[src/rtl/stage4_rice_pack.sv]
// stage4_rice_pack: zigzag + Rice coding of signed residuals with escape codes, packed MSB-first into 32-bit words.
module stage4_rice_pack #(
    parameter int QMAX = 15,
    parameter int KMAX = 14
) (
    input  logic        iClock,
    input  logic        iReset,
    input  logic        iEnable,
    input  logic [15:0] iResidual,
    input  logic        iValid,
    input  logic [3:0]  iRiceParam,
    input  logic        iParamLoad,
    input  logic        iFlush,
    output logic [31:0] oData,
    output logic        oValid,
    output logic        oDone,
    output logic [31:0] oBitCount
);
    typedef enum logic [1:0] {RUN, DRAIN, PAD} state_t;
    state_t      state_q, state_d;
    logic [1:0]  dcnt_q, dcnt_d;
    logic [3:0]  k_q, k_d, k_in;
    logic        a_vld_q, a_vld_d;
    logic [15:0] a_u_q, a_u_d;
    logic [3:0]  a_k_q, a_k_d;
    logic        b_vld_q, b_vld_d;
    logic [31:0] b_code_q, b_code_d;
    logic [5:0]  b_len_q, b_len_d;
    logic [63:0] bits_q, bits_d, bits_n;
    logic [5:0]  fill_q, fill_d, fill_n;
    logic [31:0] data_q, data_d, cnt_q, cnt_d;
    logic        valid_q, valid_d, done_q, done_d;
    logic [15:0] q, low;
    logic        esc;

    always_comb begin
        k_in = iParamLoad ? ((iRiceParam > 4'(KMAX)) ? 4'(KMAX) : iRiceParam) : k_q;
        k_d = k_in;
        a_vld_d = iValid && state_q == RUN;
        a_u_d = {iResidual[14:0], 1'b0} ^ {16{iResidual[15]}};
        a_k_d = k_in;
        q = a_u_q >> a_k_q;
        low = a_u_q & ~(16'hFFFF << a_k_q);
        esc = q > 16'(QMAX);
        b_vld_d = a_vld_q;
        // codes are held right-aligned; len says how many low bits are meaningful
        b_code_d = esc ? {16'b0, a_u_q} : (32'd1 << a_k_q) | {16'b0, low};
        b_len_d = esc ? 6'(QMAX + 17) : 6'(q) + 6'(a_k_q) + 6'd1;
        bits_n = bits_q | (b_vld_q ? ({b_code_q << (6'd32 - b_len_q), 32'b0} >> fill_q) : 64'b0);
        fill_n = fill_q + (b_vld_q ? b_len_q : 6'd0);
        valid_d = fill_n[5];
        data_d = fill_n[5] ? bits_n[63:32] : data_q;
        bits_d = fill_n[5] ? {bits_n[31:0], 32'b0} : bits_n;
        fill_d = {1'b0, fill_n[4:0]};
        cnt_d = cnt_q + (b_vld_q ? 32'(b_len_q) : 32'd0);
        done_d = 1'b0;
        state_d = state_q;
        dcnt_d = dcnt_q;
        case (state_q)
            RUN: begin
                state_d = iFlush ? DRAIN : RUN;
                dcnt_d = 2'd0;
            end
            DRAIN: begin
                dcnt_d = dcnt_q + 2'd1;
                state_d = (dcnt_q == 2'd2) ? PAD : DRAIN;
            end
            PAD: begin
                data_d = bits_q[63:32];
                valid_d = fill_q != 6'd0;
                done_d = 1'b1;
                bits_d = 64'b0;
                fill_d = 6'd0;
                cnt_d = 32'd0;
                state_d = RUN;
            end
            default: state_d = RUN;
        endcase
    end

    always_ff @(posedge iClock or posedge iReset) begin
        if (iReset) begin
            state_q  <= RUN;
            dcnt_q   <= 2'd0;
            k_q      <= 4'd0;
            a_vld_q  <= 1'b0;
            a_u_q    <= 16'd0;
            a_k_q    <= 4'd0;
            b_vld_q  <= 1'b0;
            b_code_q <= 32'd0;
            b_len_q  <= 6'd0;
            bits_q   <= 64'd0;
            fill_q   <= 6'd0;
            data_q   <= 32'd0;
            cnt_q    <= 32'd0;
            valid_q  <= 1'b0;
            done_q   <= 1'b0;
        end else if (iEnable) begin
            state_q  <= state_d;
            dcnt_q   <= dcnt_d;
            k_q      <= k_d;
            a_vld_q  <= a_vld_d;
            a_u_q    <= a_u_d;
            a_k_q    <= a_k_d;
            b_vld_q  <= b_vld_d;
            b_code_q <= b_code_d;
            b_len_q  <= b_len_d;
            bits_q   <= bits_d;
            fill_q   <= fill_d;
            data_q   <= data_d;
            cnt_q    <= cnt_d;
            valid_q  <= valid_d;
            done_q   <= done_d;
        end
    end

    // strobes stay latched while disabled and reappear on resume
    assign oData     = data_q;
    assign oValid    = valid_q & iEnable;
    assign oDone     = done_q & iEnable;
    assign oBitCount = cnt_q;
endmodule

[config.mk]
export PLATFORM = sky130hd
export DESIGN_NAME = stage4_rice_pack
export DESIGN_NICKNAME = d
export VERILOG_FILES = /design/src/rtl/stage4_rice_pack.sv
export SDC_FILE = /design/constraint.sdc
export NUM_CORES = 1
export LEC_CHECK = 0
export CELL_PAD_IN_SITES_DETAIL_PLACEMENT = 1
export CELL_PAD_IN_SITES_GLOBAL_PLACEMENT = 1
export CORE_ASPECT_RATIO = 1.5
export CORE_UTILIZATION = 40
export CTS_CLUSTER_DIAMETER = 30
export DETAILED_ROUTE_END_ITERATION = 10
export GPL_TIMING_DRIVEN = 0
export HOLD_SLACK_MARGIN = 0.08
export PLACE_DENSITY = 0.82
export SYNTH_ARGS = -nofsm -noshare
export SYNTH_HDL_FRONTEND = slang
export SYNTH_SLANG_ARGS = --single-unit
[constraint.sdc]
create_clock -name iClock -period 13.4 [get_ports iClock]
set_clock_uncertainty 0.15 [all_clocks]
set_input_delay 2.01 -clock iClock [delete_from_list [all_inputs] [get_ports iClock]]
set_output_delay 2.01 -clock iClock [all_outputs]
set_load 0.01 [all_outputs]
# Word-level counts from Yosys, hierarchy flattened
# Cells that the tools add are included.
classes:
  n_mul: 0
  shift: 5
  reduce_logical: 8
  addsub: 6
  div: 0
  magnitude_cmp: 2
  n_bitwise: 7
  muxes: 19
  n_eq_ne: 3
op_table:
  columns: ["op", "count"]
  rows:
  - ["$mux 64", 3]
  - ["$mux 32", 4]
  - ["$or 64x64->64", 1]
  - ["$shr 64x6->64", 1]
  - ["$add 32x6->32", 1]
  - ["$or 32x16->32", 1]
  - ["$shl 1x4->32 const A", 1]
  - ["$shl 32x6->32", 1]
  - ["$mux 6", 3]
  - ["$and 16x16->16", 1]
  - ["$gt 16x4->1 const B", 1]
  - ["$not 16->16", 1]
  - ["$shl 16x4->16 const A", 1]
  - ["$shr 16x4->16", 1]
  - ["$xor 16x16->16", 1]
  - ["$mux 4", 2]
  - ["$pmux 2 s2", 2]
  - ["$add 6x1->6 const B", 1]
  - ["$add 6x4->6", 1]
  - ["$add 6x6->6", 1]
  - ["$reduce_and 2->1", 3]
  - ["$reduce_bool 6->1", 1]
  - ["$sub 6x6->6 const A", 1]
  - ["$mux 5", 1]
  - ["other kinds (10)", 15]
word_totals:
  out_inout_bits: 66
  elab_cells: 64
  ff_bits: 200
  rom_bits: 0
  n_memories: 0
  latchBits: 0
  inputBits: 26
  ramBits: 0

# Logic depth before layout (Yosys ltp)
# Gate-level depths: netlist of the first run.
depth:
  ltp_word: 7
  depth_mapped: 19
  depth_no_buf: 15

# Least setup slack after synthesis of the first run
# OpenSTA, ideal clock, no wires.
synth_path:
  path_type: "input-to-output"
  from: "input port iEnable"
  to: "output port oDone"
  required_time_ps: 11240
  t_arrival_ps: 3004
  path_slack_ps: 8236
  path_buffers: 3
  stages: 4
  path_cell_list: "clkbuf_1 clkbuf_1 clkbuf_1 and2_1"
synth_between:
  elab_chain_len: 1
synth_lines:
  columns: ["item", "line", "rtl"]
  rows:
  - ["start: declaration", "8", "input logic iEnable,"]
  - ["$and 1x1->1", "120", "assign oDone = done_q & iEnable;"]
  - ["end: declaration", "16", "output logic oDone,"]
# No other way between the ends.

# Worst setup path after layout of the first run
layout_path:
  from: "register b_len_q[0]"
  to: "register data_q[4], in the netlist oData[4]"
layout_between:
  elab_chain_len: 7
layout_lines:
  columns: ["item", "line", "rtl"]
  rows:
  - ["start: declaration", "28", "logic [5:0] b_len_q, b_len_d;"]
  - ["start signal: assignment", "107", "b_len_q <= b_len_d;"]
  - ["$sub 6x6->6", "49", "bits_n = bits_q | (b_vld_q ? ({b_code_q << (6'd32 - b_len_q), 32'b0} >> fill_q) : 64'b0);"]
  - ["$shl 32x6->32", "49", null]
  - ["$shr 64x6->64", "49", null]
  - ["$mux 64", "49", null]
  - ["$or 64x64->64", "49", null]
  - ["$mux 32", "52", "data_d = fill_n[5] ? bits_n[63:32] : data_q;"]
  - ["$mux 32", "59", "case (state_q)"]
  - ["end signal: assignment", "110", "data_q <= data_d;"]
  - ["end: declaration", "31", "logic [31:0] data_q, data_d, cnt_q, cnt_d;"]
# Parallel ways exist; a longest one is shown, timed or not. The select of a mux whose other input is x is not followed.
# A chain may end at the register's enable or synchronous reset.

==> results of run 1 <==
## layer usage
layer,GRT usage (%),vias up,part of all wire [%]
met5,0,-,0
met4,32.67,0,9.4
met3,6.238,278,4.7
met2,67.90,609,50
met1,40.58,7365,36
li1,-,6275,-
## worst reg2reg max path: cells and delay by family (launching register included)
| kind | cells | cell delay, ns |
|---|---|---|
| AO/OA/AOI/OAI | 6 | 2.63 |
| buffers and inverters | 6 | 1.73 |
| AND/OR/NAND/NOR | 3 | 1.19 |
| flip-flops | 1 | 0.34 |
| XOR/XNOR | 1 | 0.91 |
| adder cells (fa/ha/maj) | 1 | 0.27 |
## registers in the layout (all words and copies together), names as in the netlist
name,cells
valid_q,1
b_len_q,6
b_code_q,16
a_k_q,4
dcnt_q,2
fill_q,5
a_u_q,16
state_q,2
done_q,1
a_vld_q,1
oData,32
oBitCount,32
b_vld_q,1
bits_q,63
## how the worst max path moves through the flow
stage | start | depth (start not counted) | slack, ns | to
6_report | b_len_q[0] | 17 | 6.11 | oData[4]
5_1_grt | b_len_q[0] | 17 | 5.98 | oData[0]
4_1_cts | b_len_q[0] | 17 | 6.46 | oData[4]
3_5_place_dp | b_len_q[0] | 17 | 6.53 | oData[4]
3_3_place_gp | iReset | 2 | 3.66 | b_code_q[0]
2_1_floorplan | iReset | 1 | 6.30 | a_k_q[0]
## placed cells by master (no fill, tap or decap), types with 11 or more instances in the layout
cell and n:
nor3_1 45, and2_1 14, o22ai_1 29, a31oi_1 20, mux2_2 40, mux2i_1 53
clkbuf_16 17, nand4_1 12, dfrtp_1 182, nor2_1 218, o31ai_1 18, mux4_2 23
a211oi_1 14, a22oi_1 19, o21ai_0 103, inv_1 36, nand2_1 168, a21o_1 16
o211ai_1 19, nand2b_1 11, xnor2_1 31, ha_1 17, and3_1 17, xor2_1 23
clkbuf_1 98, a21oi_1 123, buf_1 11, o2bb2ai_1 16, nand3_1 49, clkdlybuf4s50_1 89
## power by group
| part | internal (mW) | switching [mW] |
|---|---|---|
| Combinational | 0.868 | 1.86 |
| Sequential | 0.685 | 0.126 |
| Clock | 0.268 | 0.258 |
| Total | 1.82 | 2.24 |
## area by class of cell
type / instances / area, sq um
Antenna cell: 1 / 2.502
Buffer: 120 / 474.2
Clock buffer: 19 / 442.9
Clock inverter: 12 / 136.4
Fill cell: 4041 / 17850
Inverter: 44 / 172.7
Multi-Input combinational cell: 1292 / 8473
Sequential cell: 182 / 4554
Tap cell: 420 / 525.5
Timing Repair Buffer: 90 / 918.4
## metrics by stage
step                util, %  cell area (sq um)  cells  hold WS [ns]
floorplan                 -              13670   1638        0.2913
global placement      44.96              15080   2147        0.3035
detailed placement    45.06              15120   2148        0.3222
CTS                   46.79              15700   2179        0.3383
global route          46.79              15700   2179        0.3611
finish                46.80              15700   2180        0.3361
## cell families after synthesis
group                      count (synthesis)  share of synthesized area, %
AOI/OAI and AO/OA                        520                         25.66
muxes                                    122                         12.12
DFF                                      182                         33.32
adders and majority gates                 20                         1.996
and+or+nand+nor                          576                         18.76
xor gates and xnor gates                  54                         3.461
buffers and inverters                    164                         4.678
==> results.tsv, run 1 <==
metric	value	unit
reg2reg_from	b_len_q[0]	
power_leakage	6.371	nW
cts_root_buf	clkbuf_16	
synth-seq-cells	182	
yosysMostFrequentCell	nor2_1	
die_y	228.4	um
vdd_drop_max	105.7	uV
p_per_area	258.9	nW/um^2
critPathLaunchType	flip-flop	
cts_setup_buffers	0	
critPathKind	flip-flop to flip-flop	
syn-num-nets	1684	
die_x	152.9	um
wl_per_cell	30.52	um
ys.flop_type	dfrtp_1	
r2r_slack	6.11	ns
coreArea	33550	sq um
numCtsBuffers	17	
fin_crit_sh	54.40	%
io_buffers	89	
synth_area	13670	sq um
synth_cells	1638	
grtUsageTotal	38.75	%
htreeDepth	4	
rsz0062_at_grt	false	
p_total	4.065	mW
synthToLayoutAreaGrowth	14.88	%
cts_hold_buffers	0	
clock_sinks	182	
io_pins	92	
ys_types	79	
final_layout_size_suffix_gt1_share	7.277	%
min_delay_worst_endpoint	oData[18]	
synth_edf_count	0	
layout.nets	1793	
rr_worst_depth	17	
violations	slew limit	
synthTopCellsByArea	dfrtp_1 (33%), nor2_1 (6.0%), nand2_1 (4.6%), a21oi_1 (4.5%), mux2i_1 (3.9%)	
worstHoldStart	oData[18]	
num_vias	14530	
finalMaxSlewViolations	4	
min_path_cells	2	
dr.pass1.iters	6	
die_area	34930	sq um
setup_viol	0	
crit_path_end_kind	flip-flop	
async_flop_share	100.0	%
dpl_worst_slack	6.526	ns
insertion_delay	0.47	ns
crit_path_frequent_cell	buf_2	
crit_buf_inv	6	
fp-row-count	82	
fmax	0.1372	GHz
maxCapViolCount	0	
hold_class	flip-flop to flip-flop	
synth_largest_area_cell	dfrtp_1	
fin_ws	6.111	ns
drtAntennaViolNets	0	
post_synth.cell_area_avg	8.344	sq um
grt_pass1_vias	15360	
drc	0	
finalHoldViolCount	0	
synth_warnings	0	
fin_crit	7.289	ns
slowest_stage	a221oi_1	
grt_pass1_wl	100300	um
grt_max_degree	114	
drtIter0Drc	1092	
path_clk_slew	0.08	ns
detail_route.vias_per_cell	6.664	
overflow	0	
cts_tree	built	
status	complete, but fails checks	
worstPathRequired	13.64	ns
synth_common_cells	nor2_1 (218), dfrtp_1 (182), nand2_1 (168)	
relSlewSlack	-3.704	%
slowest_delay	1.27	ns
yosys.area.top_type_share	33.32	%
cts_resized	0	
crit_fanout	10	
start_util	40.74	%
wirelength	66530	um
path_cells	buf_6, buf_2, buf_2, inv_1, buf_2, ha_1, xnor2_1, clkbuf_1, nor3_1, nor4_2, o2111ai_1, o21a_1, a221oi_1, nand3_1, o21ai_0, o21ai_0, o22ai_1	
reg2reg_to	oData[4]	
clock_path_buffers	2	
worstPathArrival	7.53	ns
gp_congestion	1.017	
setup_tns	0	ns
tightest_slew	1.556	ns
cp_top_family	compound AO/OA/AOI/OAI gates	
yosysSeqAreaShare	33.32	%
antenna_found_initial	1	
dpl.hpwl	51900	um
Note: power is estimated with default switching activity, not from simulation.
==> run 2: changes to the inputs <==
--- a/config.mk
+++ b/config.mk
@@ -13,7 +13,7 @@
 export DETAILED_ROUTE_END_ITERATION = 10
 export GPL_TIMING_DRIVEN = 0
 export HOLD_SLACK_MARGIN = 0.08
-export PLACE_DENSITY = 0.82
+export PLACE_DENSITY = 0.85
 export SYNTH_ARGS = -nofsm -noshare
 export SYNTH_HDL_FRONTEND = slang
 export SYNTH_SLANG_ARGS = --single-unit
==> constraint.sdc (replaced) <==
create_clock -name iClock -period 5.85 [get_ports iClock]
set_clock_uncertainty 0.15 [all_clocks]
set_input_delay 0.8775 -clock iClock [delete_from_list [all_inputs] [get_ports iClock]]
set_output_delay 0.8775 -clock iClock [all_outputs]
set_load 0.01 [all_outputs]
==> run 2 against run 1 <==
The flow now finishes without violations. First-iteration DRC count up 0.92%. Flip-flop and latch count unchanged. Via count up 2.2%. Fmax up 26%. Total power up 140%. Critical path type unchanged.
==> results.tsv, run 2 (synthesized netlist as in run 1, its figures left out) <==
metric	value	unit	change
status	completed		
final_core_util	48.06	%	+1.3 points
final_layout_size_suffix_gt1_share	9.960	%	+2.7 points
drtAntennaViolNets	0		unchanged
io_pins	92		unchanged
worstPathRequired	6.02	ns	-7.62 ns
cts_tree	built		
worstHoldStart	oData[25]		
rr_worst_depth	17		unchanged
fp-row-count	82		unchanged
gp_congestion	1.062		+4.4%
fin_ws	0.05954	ns	-6.051 ns
placedCellCount	2151		+0.14%
critPathLaunchType	flip-flop		
overflow	0		unchanged
dpl.hpwl	50960	um	-1.8%
cts_root_buf	clkbuf_16		
wirelength	66690	um	+0.24%
crit_fanout	10		unchanged
crit_path_end_kind	flip-flop		
htreeDepth	4		unchanged
io_buffers	89		unchanged
grt_pass1_vias	15770		+2.7%
grt_max_degree	43		-62%
power_leakage	6.478	nW	+1.7%
die_x	152.9	um	unchanged
relSlewSlack	24.22	%	+28 points
clock_path_buffers	2		unchanged
tightest_slew	1.132	ns	-0.4231 ns
numCtsBuffers	17		unchanged
reg2reg_from	b_len_q[0]		
fin_crit_sh	98.98	%	+45 points
fmax	0.1727	GHz	+26%
start_util	40.74	%	unchanged
coreArea	33550	sq um	unchanged
finalHoldViolCount	0		unchanged
maxCapViolCount	0		unchanged
grtUsageTotal	38.69	%	-0.060 points
setup_viol	0		unchanged
stdcell_count	2188		+0.37%
r2r_slack	0.06	ns	-6.05 ns
die_area	34930	sq um	unchanged
drc	0		unchanged
layout.nets	1800		+0.39%
dpl_worst_slack	-0.6976	ns	-7.224 ns
synthToLayoutAreaGrowth	17.97	%	
largest_reg_flops	63		unchanged
num_vias	14850		+2.2%
dr.pass1.iters	5		-1
p_per_area	604.7	nW/um^2	+130%
vdd_drop_max	283.5	uV	+170%
mostFrequentLayoutCell	nor2_1		
antenna_found_initial	1		unchanged
final_cell_mix	nor2_1 (217), dfrtp_1 (182), nand2_1 (168), a21oi_1 (120), o21ai_0 (98)		
drtIter0Drc	1102		+0.92%
reg2reg_to	bits_q[62]		
p_total	9.749	mW	+140%
finalMaxSlewViolations	0		-4
worstPathArrival	5.96	ns	-1.57 ns
critPathKind	flip-flop to flip-flop		
insertion_delay	0.47	ns	about the same
hold_class	flip-flop to flip-flop		
wl_per_cell	30.48	um	-0.13%
grt_pass1_wl	100300	um	about the same
largest-register	bits_q		
cts_hold_buffers	0		unchanged
detail_route.vias_per_cell	6.787		+1.9%
fin_crit	5.790	ns	-1.499 ns
clock_sinks	182		unchanged
path_clk_slew	0.08	ns	about the same
min_path_cells	2		unchanged
die_y	228.4	um	unchanged
min_delay_worst_endpoint	oData[25]		
run 2: timing repair:
| item | in CTS | in global routing |
|---|---|---|
| pin swaps | 0 | 2 |
| gates resized for setup | 27 | 37 |
| buffers inserted | 0 | 4 |
| setup endpoints to repair | 75 | 72 |
run 2: critical path: stages (launching register included):
cell	delay, ns
dfrtp_1	0.38
buf_6	0.15
clkbuf_4	0.21
clkbuf_4	0.23
inv_1	0.22
buf_2	0.32
ha_1	0.35
buf_2	0.24
clkbuf_4	0.23
a2111oi_0	0.76
nor4_1	0.24
a32o_1	0.36
o211ai_1	0.39
a2bb2oi_1	0.18
and3_1	0.34
mux2i_1	0.28
a211oi_1	0.48
o22ai_1	0.12
run 2: worst max-delay path by stage:
stage / from / to / cells past startpoint
2_1_floorplan: b_len_q[0] / oData[1] / 15
3_3_place_gp: b_len_q[0] / bits_q[61] / 17
3_5_place_dp: b_len_q[0] / oData[4] / 17
4_1_cts: b_len_q[0] / bits_q[34] / 16
5_1_grt: b_len_q[0] / oData[0] / 17
6_report: b_len_q[0] / bits_q[62] / 17
run 2: metrics by stage:
| stage | area, sq um | TNS (ns) | hold WS [ns] |
|---|---|---|---|
| floorplan | 13670 | 0 | 0.2913 |
| global placement | 15090 | -35.46 | 0.3027 |
| detailed placement | 15170 | -29.35 | 0.3105 |
| CTS | 15910 | 0 | 0.3272 |
| global route | 16120 | -0.08849 | 0.3510 |
| finish | 16120 | 0 | 0.3211 |
run 2: area by class of cell:
cell class                 instances  area, sq um
buffer                           120        488.0
inverter                          44        168.9
sequential                       182         4554
antenna                            1        2.502
tap                              420        525.5
fill                            3951        17430
clock inverter                    15        187.7
multi-input combinational       1292         8770
timing repair buffer              97         1001
clock buffer                      17        425.4
run 2: where the power goes:
part / leakage, nW / internal, mW / total, mW / switching (mW)
Sequential: 2.39 / 1.57 / 1.85 / 0.284
Combinational: 3.79 / 2.17 / 6.67 / 4.50
Clock: 0.295 / 0.614 / 1.22 / 0.611
run 2: routing by layer:
metal | part of all wire (%) | GRT usage [%]
met3 | 6.2 | 8.362
met1 | 33 | 38.04
met2 | 50 | 67.45
met5 | 0 | 0
met4 | 11 | 36.30
==> run 3: changes to the inputs <==
--- a/config.mk
+++ b/config.mk
@@ -8,12 +8,12 @@
 export CELL_PAD_IN_SITES_DETAIL_PLACEMENT = 1
 export CELL_PAD_IN_SITES_GLOBAL_PLACEMENT = 1
 export CORE_ASPECT_RATIO = 1.5
-export CORE_UTILIZATION = 40
+export CORE_UTILIZATION = 42
 export CTS_CLUSTER_DIAMETER = 30
 export DETAILED_ROUTE_END_ITERATION = 10
 export GPL_TIMING_DRIVEN = 0
 export HOLD_SLACK_MARGIN = 0.08
-export PLACE_DENSITY = 0.85
+export PLACE_DENSITY = 0.88
 export SYNTH_ARGS = -nofsm -noshare
 export SYNTH_HDL_FRONTEND = slang
 export SYNTH_SLANG_ARGS = --single-unit
==> run 3 against run 2 <==
Core utilization up 2.4 points. Final cell count down 0.41%. Worst setup slack better by 0.13 ns. Combinational power down 0.6%. Non-clock buffer count up 2. Sequential share of layout area about the same. Global-route usage up 1.8 points. Largest cell class unchanged. Largest power group unchanged.
==> results.tsv, run 3 (synthesized netlist as in run 1, its figures left out) <==
metric	value	unit	change
largest-register	bits_q		
relSlewSlack	26.96	%	+2.7 points
grt_max_degree	43		unchanged
die_area	33280	sq um	-4.7%
dpl_worst_slack	-0.7569	ns	-0.05934 ns
finalHoldViolCount	0		unchanged
clock_path_buffers	2		unchanged
critPathLaunch	b_len_q[0]		
worstPathRequired	5.98	ns	-0.04 ns
dr.pass1.iters	6		+1
coreArea	31930	sq um	-4.8%
detail_route.vias_per_cell	6.907		+1.8%
nFillCells	3825		-3.2%
grt_pass1_vias	15720		-0.35%
final_layout_size_suffix_gt1_share	10.40	%	+0.44 points
fp-row-count	80		-2.4%
crit_path_end	bits_q[45]		
mostFrequentLayoutCell	nor2_1		
path_cells	buf_6, clkbuf_4, buf_4, inv_1, clkbuf_4, ha_2, clkbuf_4, clkbuf_4, mux4_2, mux2_2, a31oi_1, a21bo_2, a22oi_1, nand2_1, mux2i_4, o21ai_0, a221oi_1, a21boi_0		
drtAntennaViolNets	0		unchanged
start_util	42.80	%	+2.1 points
path_clk_slew	0.08	ns	about the same
grtUsageTotal	40.52	%	+1.8 points
reg2reg_to	bits_q[45]		
htreeDepth	4		unchanged
crit_fanout	10		unchanged
crit_path_frequent_cell	clkbuf_4		
largest_reg_flops	63		unchanged
hold_ws	0.3254	ns	+0.004240 ns
rr_worst_depth	18		+1
r2r_slack	0.19	ns	+0.13 ns
overflow	0		unchanged
p_per_area	598.7	nW/um^2	-0.99%
slowest_delay	0.57	ns	-0.19 ns
fin_crit	5.662	ns	-0.1287 ns
gp_congestion	1.088		+2.4%
final_cell_mix	nor2_1 (216), dfrtp_1 (182), nand2_1 (168), a21oi_1 (119), o21ai_0 (98)		
crit_cells	18		+1
drtIter0Drc	1119		+1.5%
finalMaxSlewViolations	0		unchanged
slowest_stage	a221oi_1		
cts_root_buf	clkbuf_16		
io_pins	92		unchanged
fin_ws	0.1883	ns	+0.1287 ns
die_y	222.9	um	-2.4%
worstPathArrival	5.79	ns	-0.17 ns
multi_input_area	8782	sq um	+0.14%
die_x	149.3	um	-2.4%
fmax	0.1766	GHz	+2.3%
dpl.hpwl	49850	um	-2.2%
insertion_delay	0.47	ns	about the same
synthToLayoutAreaGrowth	17.82	%	
clock_sinks	182		unchanged
grt_pass1_wl	99350	um	-0.91%
crit_path_end_kind	flip-flop		
io_buffers	89		unchanged
cp_top_family	compound AO/OA/AOI/OAI gates		
drc	0		unchanged
seq_area	4554	sq um	unchanged
antenna_found_initial	1		unchanged
crit_buf_inv	7		unchanged
setup_viol	0		unchanged
hold_class	flip-flop to flip-flop		
maxCapViolCount	0		unchanged
wl_per_cell	30.33	um	-0.50%
critPathKind	flip-flop to flip-flop		
power_leakage	6.470	nW	-0.12%
wirelength	66090	um	-0.91%
cts_tree	built		
reg2reg_from	b_len_q[0]		
num_vias	15050		+1.3%
critPathLaunchType	flip-flop		
rsz0062_at_grt	false		
vdd_drop_max	229.3	uV	-19%
tightest_slew	1.086	ns	-0.04617 ns
antenna_cells	0		-1
status	completed		
layout.nets	1802		+0.11%
fin_crit_sh	96.78	%	-2.2 points
numCtsBuffers	17		unchanged
-- run 3: changes by cell type in the layout (fill, tap and decap cells not counted), moves of 2 or more --
cell	change
clkinvlp_4	+2
mux2i_2	+2
o21ai_1	-2
clkbuf_4	+2
inv_6	-2
clkinv_8	-2
o21ai_2	+3
clkinv_4	+2
clkbuf_2	-3
buf_2	-2
buf_4	+4
-- run 3: worst min-delay path by stage --
stage / startpoint / end / depth (start not counted)
after detailed placement: done_q / done_q / 1
after CTS: done_q / done_q / 1
final: done_q / done_q / 1
after global placement: oData[25] / oData[25] / 2
after global routing: bits_q[17] / bits_q[17] / 1
after floorplan: bits_q[17] / bits_q[17] / 1
-- run 3: power breakdown --
part | switching [mW] | internal [mW] | leakage [nW] | total, mW
Clock | 0.593 | 0.561 | 0.270 | 1.15
Combinational | 4.44 | 2.19 | 3.81 | 6.63
Sequential | 0.291 | 1.57 | 2.39 | 1.86
Total | 5.32 | 4.32 | 6.47 | 9.64
-- run 3: worst register-to-register path, cell delays in order (launching register included) --
cell,delay (ns)
dfrtp_1,0.37
buf_6,0.17
clkbuf_4,0.27
buf_4,0.24
inv_1,0.16
clkbuf_4,0.25
ha_2,0.42
clkbuf_4,0.24
clkbuf_4,0.27
mux4_2,0.38
mux2_2,0.31
a31oi_1,0.19
a21bo_2,0.26
a22oi_1,0.34
nand2_1,0.20
mux2i_4,0.32
o21ai_0,0.13
a221oi_1,0.57
a21boi_0,0.22
-- run 3: cell type report --
| type | instances | share of cell area [%] |
|---|---|---|
| Clock buffer | 17 | 2.642 |
| Clock inverter | 15 | 0.9014 |
| Timing Repair Buffer | 100 | 6.356 |
| Inverter | 44 | 1.049 |
| Multi-Input combinational cell | 1292 | 54.54 |
| Buffer | 119 | 3.038 |
| Sequential cell | 182 | 28.29 |
| Tap cell | 410 | 3.186 |
-- run 3: per-layer routing --
layer  up-vias  routed length, um  global-route usage [%]
met4         2               6854                   37.03
met1      7500              22280                   40.78
li1       6313                  -                       -
met5         -                 17                       0
met2       852              32610                   68.48
met3       384               4325                   9.632
-- run 3: through the flow --
| stage | util (%) | power [mW] | TNS [ns] | std cells | instance area, sq um |
|---|---|---|---|---|---|
| finish | 50.43 | 9.640 | 0 | 2179 | 16100 |
| global route | 50.43 | 9.927 | 0 | 2179 | 16100 |
| CTS | 49.68 | 9.056 | 0 | 2173 | 15860 |
| detailed placement | 47.46 | 7.737 | -30.54 | 2141 | 15150 |
| global placement | 47.21 | 7.603 | -26.03 | 2137 | 15070 |
| floorplan | - | 5.435 | 0 | 1638 | 13670 |
-- run 3: timing repair --
item / 4_1_cts / 5_1_grt
pin swaps: 0 / 3
endpoints found under the setup margin: 77 / 77
endpoints found under the hold margin: 0 / 0
hold buffers: 0 / 0
buffers inserted: 0 / 7
gates resized for setup: 27 / 43
